[config.mk]
export PLATFORM = sky130hd
export DESIGN_NAME = exp_seq_flat
export DESIGN_NICKNAME = d
export VERILOG_FILES = /design/src/rtl/exp_seq_pkg.sv /design/src/rtl/exp_seq_if.sv /design/src/rtl/exp_seq_cnt.sv /design/src/rtl/exp_seq.sv /design/src/flat_wrapper.sv
export SDC_FILE = /design/constraint.sdc
export NUM_CORES = 1
export LEC_CHECK = 0
export CAP_MARGIN = 20
export CORE_AREA = 2 2 58 60
export CTS_BUF_LIST = sky130_fd_sc_hd__clkbuf_8
export DETAILED_ROUTE_END_ITERATION = 12
export DIE_AREA = 0 0 60 62
export PLACE_DENSITY_LB_ADDON = 0.05
export REMOVE_ABC_BUFFERS = 1
export SETUP_SLACK_MARGIN = 0.5
export SLEW_MARGIN = 20
export SYNTH_ARGS = -nofsm -noshare
export SYNTH_HDL_FRONTEND = slang
export SYNTH_SLANG_ARGS = --single-unit
[constraint.sdc]
create_clock -name i_clk -period 1.8 [get_ports i_clk]
set_input_delay 0.36 -clock i_clk [delete_from_list [all_inputs] [get_ports i_clk]]
set_output_delay 0.36 -clock i_clk [all_outputs]
set_load 0.02 [all_outputs]
[src/rtl/exp_seq_pkg.sv]
// Shared types and code points for the exponent sequencer.
// Holds the state encoding, op codes, datapath function codes and loop limits.
package exp_seq_pkg;

   typedef enum logic [2:0] {
      S_IDLE,
      S_LOAD,
      S_CMP,
      S_ALIGN,
      S_MULX,
      S_NORM,
      S_REMLP,
      S_FIN
   } state_t;

   localparam logic [2:0] OP_ADD = 3'd0;
   localparam logic [2:0] OP_SUB = 3'd1;
   localparam logic [2:0] OP_MUL = 3'd2;
   localparam logic [2:0] OP_DIV = 3'd3;
   localparam logic [2:0] OP_REM = 3'd4;

   localparam logic [3:0] EF_NOP     = 4'd0;
   localparam logic [3:0] EF_LOAD    = 4'd1;
   localparam logic [3:0] EF_CMP     = 4'd2;
   localparam logic [3:0] EF_SUB     = 4'd3;
   localparam logic [3:0] EF_ADDX    = 4'd4;
   localparam logic [3:0] EF_SUBX    = 4'd5;
   localparam logic [3:0] EF_DEC     = 4'd6;
   localparam logic [3:0] EF_REMSTEP = 4'd8;
   localparam logic [3:0] EF_SUBR    = 4'd9;

   localparam logic [2:0] SF_HOLD   = 3'd0;
   localparam logic [2:0] SF_LDDIFF = 3'd1;
   localparam logic [2:0] SF_ZERO   = 3'd2;
   localparam logic [2:0] SF_PRI    = 3'd3;
   localparam logic [2:0] SF_SAT    = 3'd4;

   localparam int NORM_MAX_DEF = 54;
   localparam int REM_MAX_DEF  = 63;

endpackage

[src/rtl/exp_seq_if.sv]
// Request/status bundle between the FPU control and the exponent sequencer.
// The master drives requests and datapath flags; the slave (sequencer) drives codes and status.
interface exp_seq_if;
   logic       op_valid;
   logic       op_ready;
   logic [2:0] op_code;
   logic       fpuhold;
   logic       le;
   logic       rsge64;
   logic       norm_done;
   logic [3:0] expfunc;
   logic [2:0] safunc;
   logic       busy;
   logic       done;
   logic       op_err;
   logic [5:0] iter;

   modport master (
      output op_valid, op_code, fpuhold, le, rsge64, norm_done,
      input  op_ready, expfunc, safunc, busy, done, op_err, iter
   );

   modport slave (
      input  op_valid, op_code, fpuhold, le, rsge64, norm_done,
      output op_ready, expfunc, safunc, busy, done, op_err, iter
   );
endinterface

[src/rtl/exp_seq_cnt.sv]
// Saturating 6-bit loop counter: clear wins over enable, hold freezes everything.
// o_last flags that an enabled count in this cycle reaches i_limit.
module exp_seq_cnt (
   input  logic       i_clk,
   input  logic       i_reset,
   input  logic       i_clr,
   input  logic       i_en,
   input  logic       i_hold,
   input  logic [5:0] i_limit,
   output logic [5:0] o_cnt,
   output logic       o_last
);
   logic [5:0] r_cnt;

   always_ff @(posedge i_clk) begin
      if (i_reset) begin
         r_cnt <= '0;
      end else if (!i_hold) begin
         if (i_clr) begin
            r_cnt <= '0;
         end else if (i_en && (r_cnt < i_limit)) begin
            r_cnt <= r_cnt + 6'd1;
         end
      end
   end

   assign o_cnt  = r_cnt;
   assign o_last = (({1'b0, r_cnt} + 7'd1) >= {1'b0, i_limit});
endmodule

[src/rtl/exp_seq.sv]
// Exponent-path sequencer for ADD/SUB/MUL/DIV/REM; one op in flight, fpuhold freezes it.
// REM looping is built only when EXP_SEQ_REM_EN is defined; otherwise REM reports op_err.
module exp_seq
   import exp_seq_pkg::*;
#(
   parameter int NORM_MAX = NORM_MAX_DEF,
   parameter int REM_MAX  = REM_MAX_DEF
) (
   input  logic     i_clk,
   input  logic     i_reset,
   exp_seq_if.slave io_seq
);
   localparam logic [5:0] NORM_LIM = NORM_MAX[5:0];

   state_t     r_state;
   state_t     w_state_nxt;
   logic [2:0] r_op;
   logic       r_err;
   logic       w_err_nxt;
   logic       w_hold;
   logic       w_accept;
   logic       w_fin;
   logic [3:0] w_expfunc;
   logic [2:0] w_safunc;
   logic [5:0] w_norm_cnt;
   logic       w_norm_flag;
   logic       w_norm_last;

   assign w_hold          = io_seq.fpuhold;
   assign io_seq.op_ready = (r_state == S_IDLE) && !w_hold;
   assign w_accept        = io_seq.op_valid && io_seq.op_ready;

   exp_seq_cnt u_norm_cnt (
      .i_clk   (i_clk),
      .i_reset (i_reset),
      .i_clr   (w_accept),
      .i_en    ((r_state == S_NORM) && !io_seq.norm_done),
      .i_hold  (w_hold),
      .i_limit (NORM_LIM),
      .o_cnt   (w_norm_cnt),
      .o_last  (w_norm_flag)
   );
   // Second term only guards against a counter already parked at the limit.
   assign w_norm_last = w_norm_flag || (w_norm_cnt >= NORM_LIM);

`ifdef EXP_SEQ_REM_EN
   localparam logic [5:0] REM_LIM = REM_MAX[5:0];
   logic [5:0] w_iter;
   logic       w_iter_last;

   exp_seq_cnt u_iter_cnt (
      .i_clk   (i_clk),
      .i_reset (i_reset),
      .i_clr   (w_accept),
      .i_en    ((r_state == S_REMLP) && !io_seq.le),
      .i_hold  (w_hold),
      .i_limit (REM_LIM),
      .o_cnt   (w_iter),
      .o_last  (w_iter_last)
   );
   assign io_seq.iter = w_iter;
`else
   assign io_seq.iter = '0;
`endif

   always_ff @(posedge i_clk) begin
      if (i_reset) begin
         r_state <= S_IDLE;
         r_op    <= '0;
         r_err   <= 1'b0;
      end else if (!w_hold) begin
         r_state <= w_state_nxt;
         r_err   <= w_err_nxt;
         if (w_accept) begin
            r_op <= io_seq.op_code;
         end
      end
   end

   always_comb begin
      w_state_nxt = r_state;
      w_err_nxt   = r_err;
      w_expfunc   = EF_NOP;
      w_safunc    = SF_HOLD;
      w_fin       = 1'b0;
      case (r_state)
         S_IDLE: begin
            if (w_accept) begin
               w_state_nxt = S_LOAD;
               w_err_nxt   = 1'b0;
            end
         end
         S_LOAD: begin
            w_expfunc = EF_LOAD;
            w_safunc  = SF_ZERO;
            case (r_op)
               OP_ADD, OP_SUB: w_state_nxt = S_CMP;
               OP_MUL, OP_DIV: w_state_nxt = S_MULX;
`ifdef EXP_SEQ_REM_EN
               OP_REM:         w_state_nxt = S_REMLP;
`endif
               default: begin
                  w_state_nxt = S_FIN;
                  w_err_nxt   = 1'b1;
               end
            endcase
         end
         S_CMP: begin
            w_expfunc   = EF_CMP;
            w_state_nxt = S_ALIGN;
         end
         S_ALIGN: begin
            w_expfunc   = io_seq.le ? EF_SUBR : EF_SUB;
            w_safunc    = io_seq.rsge64 ? SF_SAT : SF_LDDIFF;
            w_state_nxt = S_NORM;
         end
         S_MULX: begin
            w_expfunc   = (r_op == OP_DIV) ? EF_SUBX : EF_ADDX;
            w_state_nxt = S_NORM;
         end
         S_NORM: begin
            w_expfunc = EF_DEC;
            w_safunc  = SF_PRI;
            if (io_seq.norm_done) begin
               w_state_nxt = S_FIN;
            end else if (w_norm_last) begin
               w_state_nxt = S_FIN;
               w_err_nxt   = 1'b1;
            end
         end
`ifdef EXP_SEQ_REM_EN
         S_REMLP: begin
            if (io_seq.le) begin
               w_state_nxt = S_NORM;
            end else begin
               w_expfunc = EF_REMSTEP;
               if (w_iter_last) begin
                  w_state_nxt = S_FIN;
                  w_err_nxt   = 1'b1;
               end
            end
         end
`endif
         S_FIN: begin
            w_fin       = 1'b1;
            w_state_nxt = S_IDLE;
         end
         default: w_state_nxt = S_IDLE;
      endcase
   end

   // Done is masked while stalled so a held FIN still pulses exactly once.
   assign io_seq.expfunc = w_expfunc;
   assign io_seq.safunc  = w_safunc;
   assign io_seq.busy    = (r_state != S_IDLE);
   assign io_seq.done    = w_fin && !w_hold;
   assign io_seq.op_err  = w_fin && !w_hold && r_err;
endmodule

[src/flat_wrapper.sv]
// flat-port wrapper written by rule: the top's interface ports become plain ports
module exp_seq_flat import exp_seq_pkg::*;
#(
   parameter int NORM_MAX = NORM_MAX_DEF,
   parameter int REM_MAX  = REM_MAX_DEF
)
  (i_clk, i_reset, io_seq_op_valid, io_seq_op_code, io_seq_fpuhold, io_seq_le, io_seq_rsge64, io_seq_norm_done, io_seq_op_ready, io_seq_expfunc, io_seq_safunc, io_seq_busy, io_seq_done, io_seq_op_err, io_seq_iter);
  exp_seq_if io_seq_i ();
  input  logic i_clk;
  input  logic i_reset;
  input wire logic [$bits(io_seq_i.op_valid)-1:0] io_seq_op_valid;
  input wire logic [$bits(io_seq_i.op_code)-1:0] io_seq_op_code;
  input wire logic [$bits(io_seq_i.fpuhold)-1:0] io_seq_fpuhold;
  input wire logic [$bits(io_seq_i.le)-1:0] io_seq_le;
  input wire logic [$bits(io_seq_i.rsge64)-1:0] io_seq_rsge64;
  input wire logic [$bits(io_seq_i.norm_done)-1:0] io_seq_norm_done;
  output wire logic [$bits(io_seq_i.op_ready)-1:0] io_seq_op_ready;
  output wire logic [$bits(io_seq_i.expfunc)-1:0] io_seq_expfunc;
  output wire logic [$bits(io_seq_i.safunc)-1:0] io_seq_safunc;
  output wire logic [$bits(io_seq_i.busy)-1:0] io_seq_busy;
  output wire logic [$bits(io_seq_i.done)-1:0] io_seq_done;
  output wire logic [$bits(io_seq_i.op_err)-1:0] io_seq_op_err;
  output wire logic [$bits(io_seq_i.iter)-1:0] io_seq_iter;
  assign io_seq_i.op_valid = io_seq_op_valid;
  assign io_seq_i.op_code = io_seq_op_code;
  assign io_seq_i.fpuhold = io_seq_fpuhold;
  assign io_seq_i.le = io_seq_le;
  assign io_seq_i.rsge64 = io_seq_rsge64;
  assign io_seq_i.norm_done = io_seq_norm_done;
  assign io_seq_op_ready = io_seq_i.op_ready;
  assign io_seq_expfunc = io_seq_i.expfunc;
  assign io_seq_safunc = io_seq_i.safunc;
  assign io_seq_busy = io_seq_i.busy;
  assign io_seq_done = io_seq_i.done;
  assign io_seq_op_err = io_seq_i.op_err;
  assign io_seq_iter = io_seq_i.iter;
  exp_seq #(.NORM_MAX(NORM_MAX), .REM_MAX(REM_MAX)) u_core (.i_clk(i_clk), .i_reset(i_reset), .io_seq(io_seq_i));
endmodule
==> impl_metrics.json <==
{
  "status": "complete, no violations",
  "synth_top_area_share_pct": 25.4,
  "p_int_w": 0.000591,
  "vias": 1082,
  "setup-tns-final_ns": 0,
  "clk_latency_ns": 0.24,
  "synth_xor_area_share_pct": 4.27,
  "p_seq_share_pct": 36.4,
  "post-route-period-util_pct": 91.2,
  "ir_worst_vdd_uv": 316,
  "dieWidth_um": 60,
  "path_clk_slew_ns": 0.06,
  "grt_pass1_vias": 1001,
  "min_from": "u_core.r_op[0]",
  "worstPathRequired_ns": 1.97,
  "synth-simple-area-share_pct": 28.7,
  "track_usage_pct": 16.1,
  "viasPerCell": 4.85,
  "dpl_cell_area_um2": 1360,
  "cts_buffers": 3,
  "fmax_ghz": 0.609,
  "start_kind": "flip-flop",
  "critPathCaptureType": "flip-flop",
  "nFillCells": 282,
  "place_hpwl_mm": 2.02,
  "synth_compound_area_share_pct": 20.6,
  "area_growth_syn_to_layout_pct": 75.1,
  "setup_viol": 0,
  "fin_worst_skew_ns": 0.00347,
  "io_buffer_count": 20,
  "p_clk_share_pct": 30.9,
  "synth_top_family_by_area": "simple AND/OR/NAND/NOR gates",
  "power.leakage_nw": 0.742,
  "grt_setup_unrepaired": "yes",
  "final.min_clock_period_ns": 1.64,
  "combPwrFrac_pct": 32.7,
  "h-tree-depth": 1,
  "hold_path_class": "flip-flop to flip-flop",
  "design_area_um2": 1800,
  "synthCells": 125,
  "gp_congestion": 0.724,
  "n_antenna_cell": 0,
  "worstPathArrival_ns": 1.81,
  "synthFlopType": "dfxtp_1",
  "drc": 0,
  "yosys.cell_types.count": 48,
  "syn_area_per_cell_um2": 8.21,
  "cp_max_fo": 3,
  "p_sw_w": 0.000254,
  "hold_ws_ns": 0.470,
  "ys_ff_latch": 13,
  "clockRootBuffer": "clkbuf_8",
  "yosys_warnings": 0,
  "synth_mux_area_share_pct": 4.39,
  "die_height_um": 62,
  "highest_layer": "met4",
  "drive_above_1_share_pct": 58.2,
  "final_hold_viol_count": 0,
  "start_util_pct": 32.3,
  "first_pass_iters": 4,
  "power_density_nw_per_um2": 470,
  "cts_tree": "built",
  "clock-sinks": 13,
  "cp-startpoint": "u_core.u_norm_cnt.o_cnt[0]",
  "yosys.area.top_type": "dfxtp_1",
  "wl_met2_mm": 1.49,
  "synthTopCellsByCount": "nor2_1, dfxtp_1, a21oi_1, buf_4, nand2_1",
  "grt_max_degree": 9,
  "antenna_found_initial": 0,
  "clock_path_buffers": 2,
  "drv_slew": 0,
  "synth_area_leaders": "dfxtp_1, buf_4, nor2_1, a21oi_1, ha_1",
  "avgRoutedWirePerCell_um": 12.8,
  "layout.nets": 191,
  "row_count": 21,
  "synthArstFlopShare_pct": 0,
  "path_class": "flip-flop to flip-flop",
  "wl_met3_um": 105,
  "ys_seq_area_share_pct": 25.4,
  "syn_area_um2": 1030,
  "layout_setup_ws_ns": 0.158,
  "wl_met1_mm": 1.24,
  "io-pin-count": 27,
  "globalRouteOverflowTotal": 0,
  "core_um2": 3180,
  "grt_first_pass_wirelength_mm": 4.40,
  "hold_buffers": 0,
  "yosysMostFrequentCell": "nor2_1",
  "dp_slack_ns": -0.385,
  "synth_edf_count": 0,
  "yosys.area_share.adder_pct": 3.66,
  "max_cap_viol_count": 0,
  "drtIter0Drc": 30,
  "swShare_pct": 30.0,
  "post-route-util_pct": 56.5,
  "finalWirelength_mm": 2.85,
  "ant_nets": 0,
  "dieArea_um2": 3720,
  "r2r-start": "u_core.u_norm_cnt.o_cnt[0]"
}
## worst paths after layout
kind                                           to  slack [ns]  cells after the start
worst max-delay path            u_core.r_state[0]        0.16                      7
worst min-delay path               u_core.r_op[0]        0.47                      2
worst max register to register  u_core.r_state[0]        0.16                      7
worst min register to register     u_core.r_op[0]        0.47                      2
## per-layer routing
layer | global-route usage (%) | vias to the layer above
met5 | 0 | -
li1 | - | 533
met1 | 20.7 | 523
met2 | 26.6 | 24
met3 | 2.90 | 2
met4 | 6.67 | 0
## power by group through the flow
stage	Sequential, W	Combinational (W)	Clock [W]
floorplan	0.000318	0.0000922	0
global placement	0.000313	0.000210	0
detailed placement	0.000313	0.000210	0
CTS	0.000308	0.000272	0.000266
global route	0.000309	0.000297	0.000283
finish	0.000308	0.000276	0.000261
## cell type report
| cell class | instances | area [µm²] | area share, % |
|---|---|---|---|
| multi-input combinational | 98 | 868 | 48.3 |
| timing repair buffer | 57 | 526 | 29.2 |
| sequential | 13 | 279 | 15.5 |
| tap | 46 | 57.6 | 3.20 |
| clock buffer | 3 | 41.3 | 2.30 |
| inverter | 5 | 21.3 | 1.18 |
| clock inverter | 1 | 3.75 | 0.209 |
## per-stage QoR
stage	total power, W	std cells
floorplan	0.000411	116
global placement	0.000523	205
detailed placement	0.000523	205
CTS	0.000846	220
global route	0.000889	223
finish	0.000845	223
## registers in the layout, indices dropped and copies added (netlist names)
| name | cells |
|---|---|
| u_core.r_state | 3 |
| u_core.r_op | 3 |
| u_core.u_norm_cnt.o_cnt | 6 |
| u_core.r_err | 1 |
## repair_timing
| action | in CTS | in global routing |
|---|---|---|
| setup buffers | 11 | 3 |
| setup endpoints to repair | 24 | 23 |
| pin swaps | 17 | 20 |
| resized for setup | 109 | 28 |
## cell usage in the layout, fill, tap and decap left out, types with 2 or more instances in the layout
cell / instances
dfxtp_1: 6
nand2_2: 5
nor2_1: 14
dfxtp_2: 3
xor2_1: 2
inv_1: 4
nand2b_4: 2
clkdlybuf4s50_1: 5
nand2_1: 2
clkbuf_8: 3
and3_1: 2
a2bb2oi_1: 2
nor2b_4: 3
conb_1: 6
buf_4: 27
a21oi_2: 5
buf_6: 21
a21o_1: 2
a21oi_1: 5
mux2i_1: 3
nand2_4: 2
dfxtp_4: 4
nand2b_1: 2
dlygate4sd2_1: 3
nand3_2: 4
ha_4: 2
## critical path: stages (launching register included)
cell and delay (ns):
dfxtp_4 0.38, inv_4 0.04, ha_4 0.14, mux2_4 0.26
nand4_1 0.14, o31ai_4 0.10, o311ai_2 0.29, mux2i_1 0.22
## logic make-up after synthesis
| group | after synthesis |
|---|---|
| AO/OA/AOI/OAI | 28 |
| AND/OR/NAND/NOR | 52 |
| adder cells (fa/ha/maj) | 3 |
| multiplexers | 4 |
| other | 1 |
| buffers and inverters | 19 |
| flip-flops | 13 |
| XOR/XNOR | 5 |
Note: power is estimated with default switching activity, not from simulation.
